--- config.mk ---
export PLATFORM = sky130hd
export DESIGN_NAME = uart_rx
export DESIGN_NICKNAME = d
export VERILOG_FILES = /design/src/rtl/uart_pkg.sv /design/src/rtl/uart_rx_sync.sv /design/src/rtl/uart_rx.sv
export SDC_FILE = /design/constraint.sdc
export NUM_CORES = 1
export LEC_CHECK = 0
export ABC_CLOCK_PERIOD_IN_PS = 1600
export CAP_MARGIN = 40
export CELL_PAD_IN_SITES_DETAIL_PLACEMENT = 2
export CELL_PAD_IN_SITES_GLOBAL_PLACEMENT = 2
export CORE_MARGIN = 2
export CORE_UTILIZATION = 28
export DETAILED_ROUTE_END_ITERATION = 8
export MAX_ROUTING_LAYER = met4
export PLACE_DENSITY_LB_ADDON = 0.12
export SYNTH_ARGS = -nofsm -noshare
export SYNTH_HDL_FRONTEND = slang
export SYNTH_SLANG_ARGS = --single-unit
--- constraint.sdc ---
create_clock -name clk_i -period 1.6 [get_ports clk_i]
set_input_delay 0.16 -clock clk_i [delete_from_list [all_inputs] [get_ports clk_i]]
set_output_delay 0.16 -clock clk_i [all_outputs]
set_load 0.01 [all_outputs]
--- src/rtl/uart_pkg.sv ---
// Shared definitions for the UART receiver slice.
// Contents:
//   uart_rx_state_e  one-hot receiver FSM state encoding
//   UART_DATA_W      data bits per frame (8)
//   UART_STOP_BITS   stop bits per frame (1)
//   UART_CNT_W       width of the data bit counter
package uart_pkg;

  localparam int unsigned UART_DATA_W    = 8;
  localparam int unsigned UART_STOP_BITS = 1;
  localparam int unsigned UART_CNT_W     = 3;

  typedef enum logic [3:0] {
    S_RX_IDLE  = 4'b0001,
    S_RX_DATA  = 4'b0010,
    S_RX_STOP  = 4'b0100,
    S_RX_BREAK = 4'b1000
  } uart_rx_state_e;

endpackage

--- src/rtl/uart_rx_sync.sv ---
// Two-flop synchronizer for the asynchronous serial line.
// Both flops reset to 1 so that an idle line is seen while coming out of reset.
// Ports:
//   clk_i     clock
//   resetn_i  asynchronous active-low reset
//   d_i       asynchronous input
//   q_o       synchronized output (2 cycles of latency)
module uart_rx_sync (
  input  logic clk_i,
  input  logic resetn_i,
  input  logic d_i,
  output logic q_o
);

  logic [1:0] sync_q;

  always_ff @(posedge clk_i or negedge resetn_i) begin
    if (!resetn_i) begin
      sync_q <= 2'b11;
    end else begin
      sync_q <= {sync_q[0], d_i};
    end
  end

  assign q_o = sync_q[1];

endmodule

--- src/rtl/uart_rx.sv ---
// UART receiver: 1 start bit, 8 data bits LSB first, 1 stop bit, one bit per
// clk_i cycle (no baud divider, no parity). A held-low line after a bad stop
// bit is parked in S_RX_BREAK until it returns high.
// Build option: define UART_RX_SYNC_EN to pass uart_rx_i through a 2-flop
// synchronizer (adds 2 cycles of latency); otherwise the line is sampled
// directly and must come from the clk_i domain.
// Ports:
//   clk_i           clock
//   resetn_i        asynchronous active-low reset
//   uart_rx_i       serial line, idle high
//   rx_data_o       last accepted data byte
//   rx_valid_o      rx_data_o holds an unconsumed byte
//   rx_ready_i      consumer takes the byte when high with rx_valid_o
//   rx_busy_o       FSM is not idle
//   rx_frame_err_o  one-cycle pulse on a low stop bit
//   rx_overrun_o    one-cycle pulse when a good frame is dropped
module uart_rx
  import uart_pkg::*;
#(
  parameter int unsigned DATA_W = UART_DATA_W
) (
  input  logic              clk_i,
  input  logic              resetn_i,
  input  logic              uart_rx_i,
  output logic [DATA_W-1:0] rx_data_o,
  output logic              rx_valid_o,
  input  logic              rx_ready_i,
  output logic              rx_busy_o,
  output logic              rx_frame_err_o,
  output logic              rx_overrun_o
);

  logic rx_bit;

`ifdef UART_RX_SYNC_EN
  uart_rx_sync u_sync (
    .clk_i    (clk_i),
    .resetn_i (resetn_i),
    .d_i      (uart_rx_i),
    .q_o      (rx_bit)
  );
`else
  assign rx_bit = uart_rx_i;
`endif

  uart_rx_state_e        state_q;
  logic [UART_CNT_W-1:0] cnt_q;
  logic [DATA_W-1:0]     shift_q;
  logic [DATA_W-1:0]     data_q;
  logic                  valid_q;
  logic                  frame_err_q;
  logic                  overrun_q;

  always_ff @(posedge clk_i or negedge resetn_i) begin
    if (!resetn_i) begin
      state_q     <= S_RX_IDLE;
      cnt_q       <= '0;
      shift_q     <= '0;
      data_q      <= '0;
      valid_q     <= 1'b0;
      frame_err_q <= 1'b0;
      overrun_q   <= 1'b0;
    end else begin
      frame_err_q <= 1'b0;
      overrun_q   <= 1'b0;
      // Consumer handshake; a good frame below may reload valid this same cycle.
      if (valid_q && rx_ready_i) begin
        valid_q <= 1'b0;
      end
      unique case (state_q)
        S_RX_IDLE: begin
          if (!rx_bit) begin
            state_q <= S_RX_DATA;
            cnt_q   <= '0;
          end
        end
        S_RX_DATA: begin
          shift_q <= {rx_bit, shift_q[DATA_W-1:1]};
          cnt_q   <= cnt_q + 1'b1;
          if (cnt_q == UART_CNT_W'(DATA_W - 1)) begin
            state_q <= S_RX_STOP;
          end
        end
        S_RX_STOP: begin
          if (rx_bit) begin
            state_q <= S_RX_IDLE;
            if (!valid_q || rx_ready_i) begin
              data_q  <= shift_q;
              valid_q <= 1'b1;
            end else begin
              overrun_q <= 1'b1;
            end
          end else begin
            frame_err_q <= 1'b1;
            state_q     <= S_RX_BREAK;
          end
        end
        S_RX_BREAK: begin
          if (rx_bit) begin
            state_q <= S_RX_IDLE;
          end
        end
        default: begin
          state_q <= S_RX_IDLE;
        end
      endcase
    end
  end

  assign rx_data_o      = data_q;
  assign rx_valid_o     = valid_q;
  assign rx_busy_o      = (state_q != S_RX_IDLE);
  assign rx_frame_err_o = frame_err_q;
  assign rx_overrun_o   = overrun_q;

endmodule

== After elaboration in Yosys (flattened, before gate mapping) ==
Index checks and enable logic that the tools add are counted.
W data, S select, Z words.

* Word-level logic and storage cells: 40
* Register bits after elaboration: 26
* Output and inout port bits: 12
* Input port bits: 4

* $add $sub $neg: 1
* Reduce and logical (&&, ||, !) cells: 7
* Eq/ne operators: 9
* Mux-type cells: 16

{| class="wikitable"
|+ Operator list
! operator !! number
|-
| $mux W4 || 4
|-
| $pmux W4 S4 || 1
|-
| $mux W1 || 9
|-
| $ne A2 B2 Y1 const B || 3
|-
| $pmux W3 S2 || 1
|-
| $reduce_and A3 Y1 || 2
|-
| $eq A4 B1 Y1 const B || 1
|-
| $eq A4 B2 Y1 const B || 1
|-
| $eq A4 B3 Y1 const B || 1
|-
| $eq A4 B4 Y1 const B || 1
|-
| $ne A4 B1 Y1 const B || 1
|-
| $add A3 B1 Y3 const B || 1
|-
| $eq A3 B3 Y1 const B || 1
|-
| $mux W3 || 1
|-
| $reduce_and A2 Y1 || 1
|-
| $reduce_bool A2 Y1 || 1
|-
| $logic_and A1 B1 Y1 || 1
|-
| $logic_not A1 Y1 || 1
|-
| $logic_or A1 B1 Y1 || 1
|}

== Depth between registers and ports, before layout ==
* Depth in word-level cells: 5
* Gate-level depth with buffers: 5
* Mapped depth without buffers: 5

== Worst setup path before layout ==
OpenSTA, ideal clock, no wires.

* Path type: flip-flop to output port
* Start point: register state_q[0]
* End point: output port rx_busy_o
* Arrival time: 1,339 ps
* Stages on the path, launching flop included: 3
* Setup slack: 101 ps
* Cells stage by stage: dfstp_2 > buf_2 > or4b_2

* Word-level cells in the longest chain between the ends: 1

{| class="wikitable"
|+ RTL lines
! element !! RTL line !! RTL
|-
| start: declaration || uart_rx.sv:46 || <nowiki>uart_rx_state_e state_q;</nowiki>
|-
| start signal: assignment || uart_rx.sv:56 || <nowiki>state_q <= S_RX_IDLE;</nowiki>
|-
| start signal: assignment || uart_rx.sv:73 || <nowiki>state_q <= S_RX_DATA;</nowiki>
|-
| start signal: assignment || uart_rx.sv:81 || <nowiki>state_q <= S_RX_STOP;</nowiki>
|-
| $ne A4 B1 Y1 || uart_rx.sv:112 || <nowiki>assign rx_busy_o = (state_q != S_RX_IDLE);</nowiki>
|-
| end: declaration || uart_rx.sv:28 || <nowiki>output logic rx_busy_o,</nowiki>
|}

No other way between the ends.

== Final worst setup path ==
* Start point: register state_q[0]
* End point: register data_q[5] (netlist: rx_data_o[5])

* Word-level cells in the longest chain between the ends: 2

{| class="wikitable"
|+ RTL lines
! element !! RTL line !! RTL
|-
| $eq A4 B3 Y1 || uart_rx.sv:70 || <nowiki>unique case (state_q)</nowiki>
|-
| $reduce_and A3 Y1 (no source line) || n/a ||
|-
| end signal: assignment || uart_rx.sv:88 || <nowiki>data_q <= shift_q;</nowiki>
|-
| end: declaration || uart_rx.sv:49 || <nowiki>logic [DATA_W-1:0] data_q;</nowiki>
|}

No other way between the ends.
A chain may end at the register's enable or synchronous reset.

==> impl_metrics.toml <==
[synth]
syn-cell-area_mm2 = 0.00110
synth_async_sr_flop_share_pct = 100
synth_ff_type = "dfrtp_1"
yosys_warnings = 0
synth_cell_types = 27
ys_seq_area_share_pct = 59.3
synth_top_area_share_pct = 56.9
yosysTopAreaCell = "dfrtp_1"
yosysMostFrequentCell = "nand2_1"
synth_area_per_cell_um2 = 11.5
synth_edf_count = 0
synth_common_cells = "29 x nand2_1, 25 x dfrtp_1, 8 x mux2_2"
synth_cells = 96
ys_ff_latch = 26
syn_nets = 102
synthTopCellsByArea = "dfrtp_1 57%, nand2_1 9.9%, mux2_2 8.2%, dfstp_2 2.4%, ha_1 2.3%"

[power_and_ir_drop]
leakagePower_nw = 0.688
power-per-cell-area_mw_per_mm2 = 1320
vdd_ir_drop_max_v = 0.000556

[sta]
final_max_slew_viol_count = 0
holdWs_ns = 0.252
tightest_slew_ns = 0.446
relSlewSlack_pct = 70.2
setup_viol = 0
fmax_ghz = 0.635
finalCritPeriodShare_pct = 98.4
fin_skew_ns = 0.00818
finalHoldViolations = 0
timing.final.ws_setup_ns = 0.0248
rsz0062_at_grt = "yes"
min_period_ns = 1.58

[detailed_routing]
wl_mm = 2.50
first_pass_iters = 4
drc = 0
ant_nets = 0
dr_total_vias = 798
post_drt_wl_per_cell_um = 14.8
via_per_inst = 4.72
drt_iter0_drc = 17

[worst_hold_path]
hold_path_class = "in -> async"

[placed_design]
place_area_mm2 = 0.00134
dp_slack_ns = -0.134
portBuffers = 15
gp_congestion = 0.766
post-dp-hpwl_mm = 1.75

[layout]
fill_cells = 392
drive_gt1_share_pct = 24.8
antennaDiodeCount = 0
fin_nets = 128
post-route-util_pct = 38.8
syn_to_final_growth_pct = 31.1
fin_area_mm2 = 0.00144

[die]
die-width_um = 66.7
design.core.area_mm2 = 0.00372
ios = 16
die_area_mm2 = 0.00444
start_util_pct = 29.6
die_h_um = 66.7
rows = 22

[clock_network]
clkTransAtPathRegs_ns = 0.09
cts_buffers = 3
htreeDepth = 1
clock-sinks = 26
root_buffer = "clkbuf_8"
cts_tree = "built"
insertion_delay_ns = 0.27
cts_buffer_depth = 2

[global_routing]
antenna_found_initial = 0
track_usage_pct = 13.7
grt_pass1_vias = 852
overflow = 0
grt_pass1_wl_mm = 4.37
grt_start_max_net_pins = 27

[outcome]
status = "completed"

[setup_path]
worst-setup-path-type = "reg -> reg"
slowest_stage = "dfstp_2"
path_buf_inv = 1
worstPathArrival_ns = 1.74
max_stage_delay_ns = 0.38
start_kind = "register"
critical_path.cell_chain = "buf_4 -> nor4b_4 -> nand3_4 -> mux2_4"
end_kind = "register"
required_ns = 1.76
critPathMaxFanout = 11
critical-path-top-delay-family = "simple AND/OR/NAND/NOR gates"

[run]
cap_violations = 0
[where the power goes]
| group | switching (mW) | leakage, nW | total [mW] | internal [mW] |
|---|---|---|---|---|
| Combinational | 0.311 | 0.309 | 0.589 | 0.277 |
| Clock | 0.210 | 0.0288 | 0.430 | 0.220 |
| Sequential | 0.0913 | 0.350 | 0.884 | 0.792 |
| Total | 0.613 | 0.688 | 1.90 | 1.29 |
[cell type report]
| class | instances | area [um^2] | share of cell area [%] |
|---|---|---|---|
| well taps | 48 | 60.1 | 4.17 |
| clock buffers | 4 | 55.1 | 3.82 |
| multi-input cells | 65 | 433 | 30.0 |
| repair buffers | 26 | 241 | 16.8 |
| flip-flops and latches | 26 | 652 | 45.2 |
[cells in the final DEF (no fill, tap or decap), types with 3 or more instances in the layout]
cell and instances:
a21oi_1 3, buf_4 9, buf_6 3, clkbuf_8 4, clkdlybuf4s50_1 14, dfrtp_1 25, mux2_2 7, nand2_1 29
nor2_1 3
[metrics by stage]
| stage | total power, mW | setup TNS [ns] | std cells |
|---|---|---|---|
| floorplan | 1.23 | 0 | 96 |
| detailed placement | 1.46 | -0.588 | 163 |
| global placement | 1.42 | -0.397 | 163 |
| global route | 2.05 | -0.258 | 169 |
| CTS | 1.94 | 0 | 167 |
| finish | 1.90 | 0 | 169 |
[state kept, by name, indices dropped and copies added, names as in the netlist]
signal,flops
shift_q,8
rx_frame_err_o,1
rx_overrun_o,1
state_q,4
rx_data_o,8
rx_valid_o,1
cnt_q,3
[routing by layer]
metal  vias to the layer above  wire (um)  global-route usage (%)
li1                        374          -                       -
met1                       408       1200                    18.7
met2                        12       1200                    21.0
met3                         4         66                    2.03
met4                         0         35                    4.59
met5                         -          0                       -
[cell families after synthesis]
family | share of synthesized area [%]
simple gates | 22.1
flops | 59.3
compound gates | 4.32
mux | 8.19
buf+inv | 3.07
fa+ha+maj | 2.27
xor+xnor | 0.797
[worst paths after layout]
| path | endpoint | cells past startpoint | start | slack [ns] |
|---|---|---|---|---|
| max | rx_data_o[5] | 4 | state_q[0] | 0.02 |
| min | state_q[3] | 2 | resetn_i | 0.25 |
| max reg2reg | rx_data_o[5] | 4 | state_q[0] | 0.02 |
| min reg2reg | shift_q[0] | 2 | shift_q[0] | 0.50 |
| max in group asynchronous | state_q[0] | 2 | resetn_i | 1.05 |
| min in group clk_i | shift_q[0] | 2 | shift_q[0] | 0.50 |
[repair_timing]
item                       in CTS  in global routing
pin swaps                       0                  2
resized for setup               8                  3
hold buffers                    0                  0
setup buffers                   0                  2
hold endpoints to repair        0                  0
setup endpoints to repair      12                 19
No activity file was read; power rests on OpenSTA's default activity.
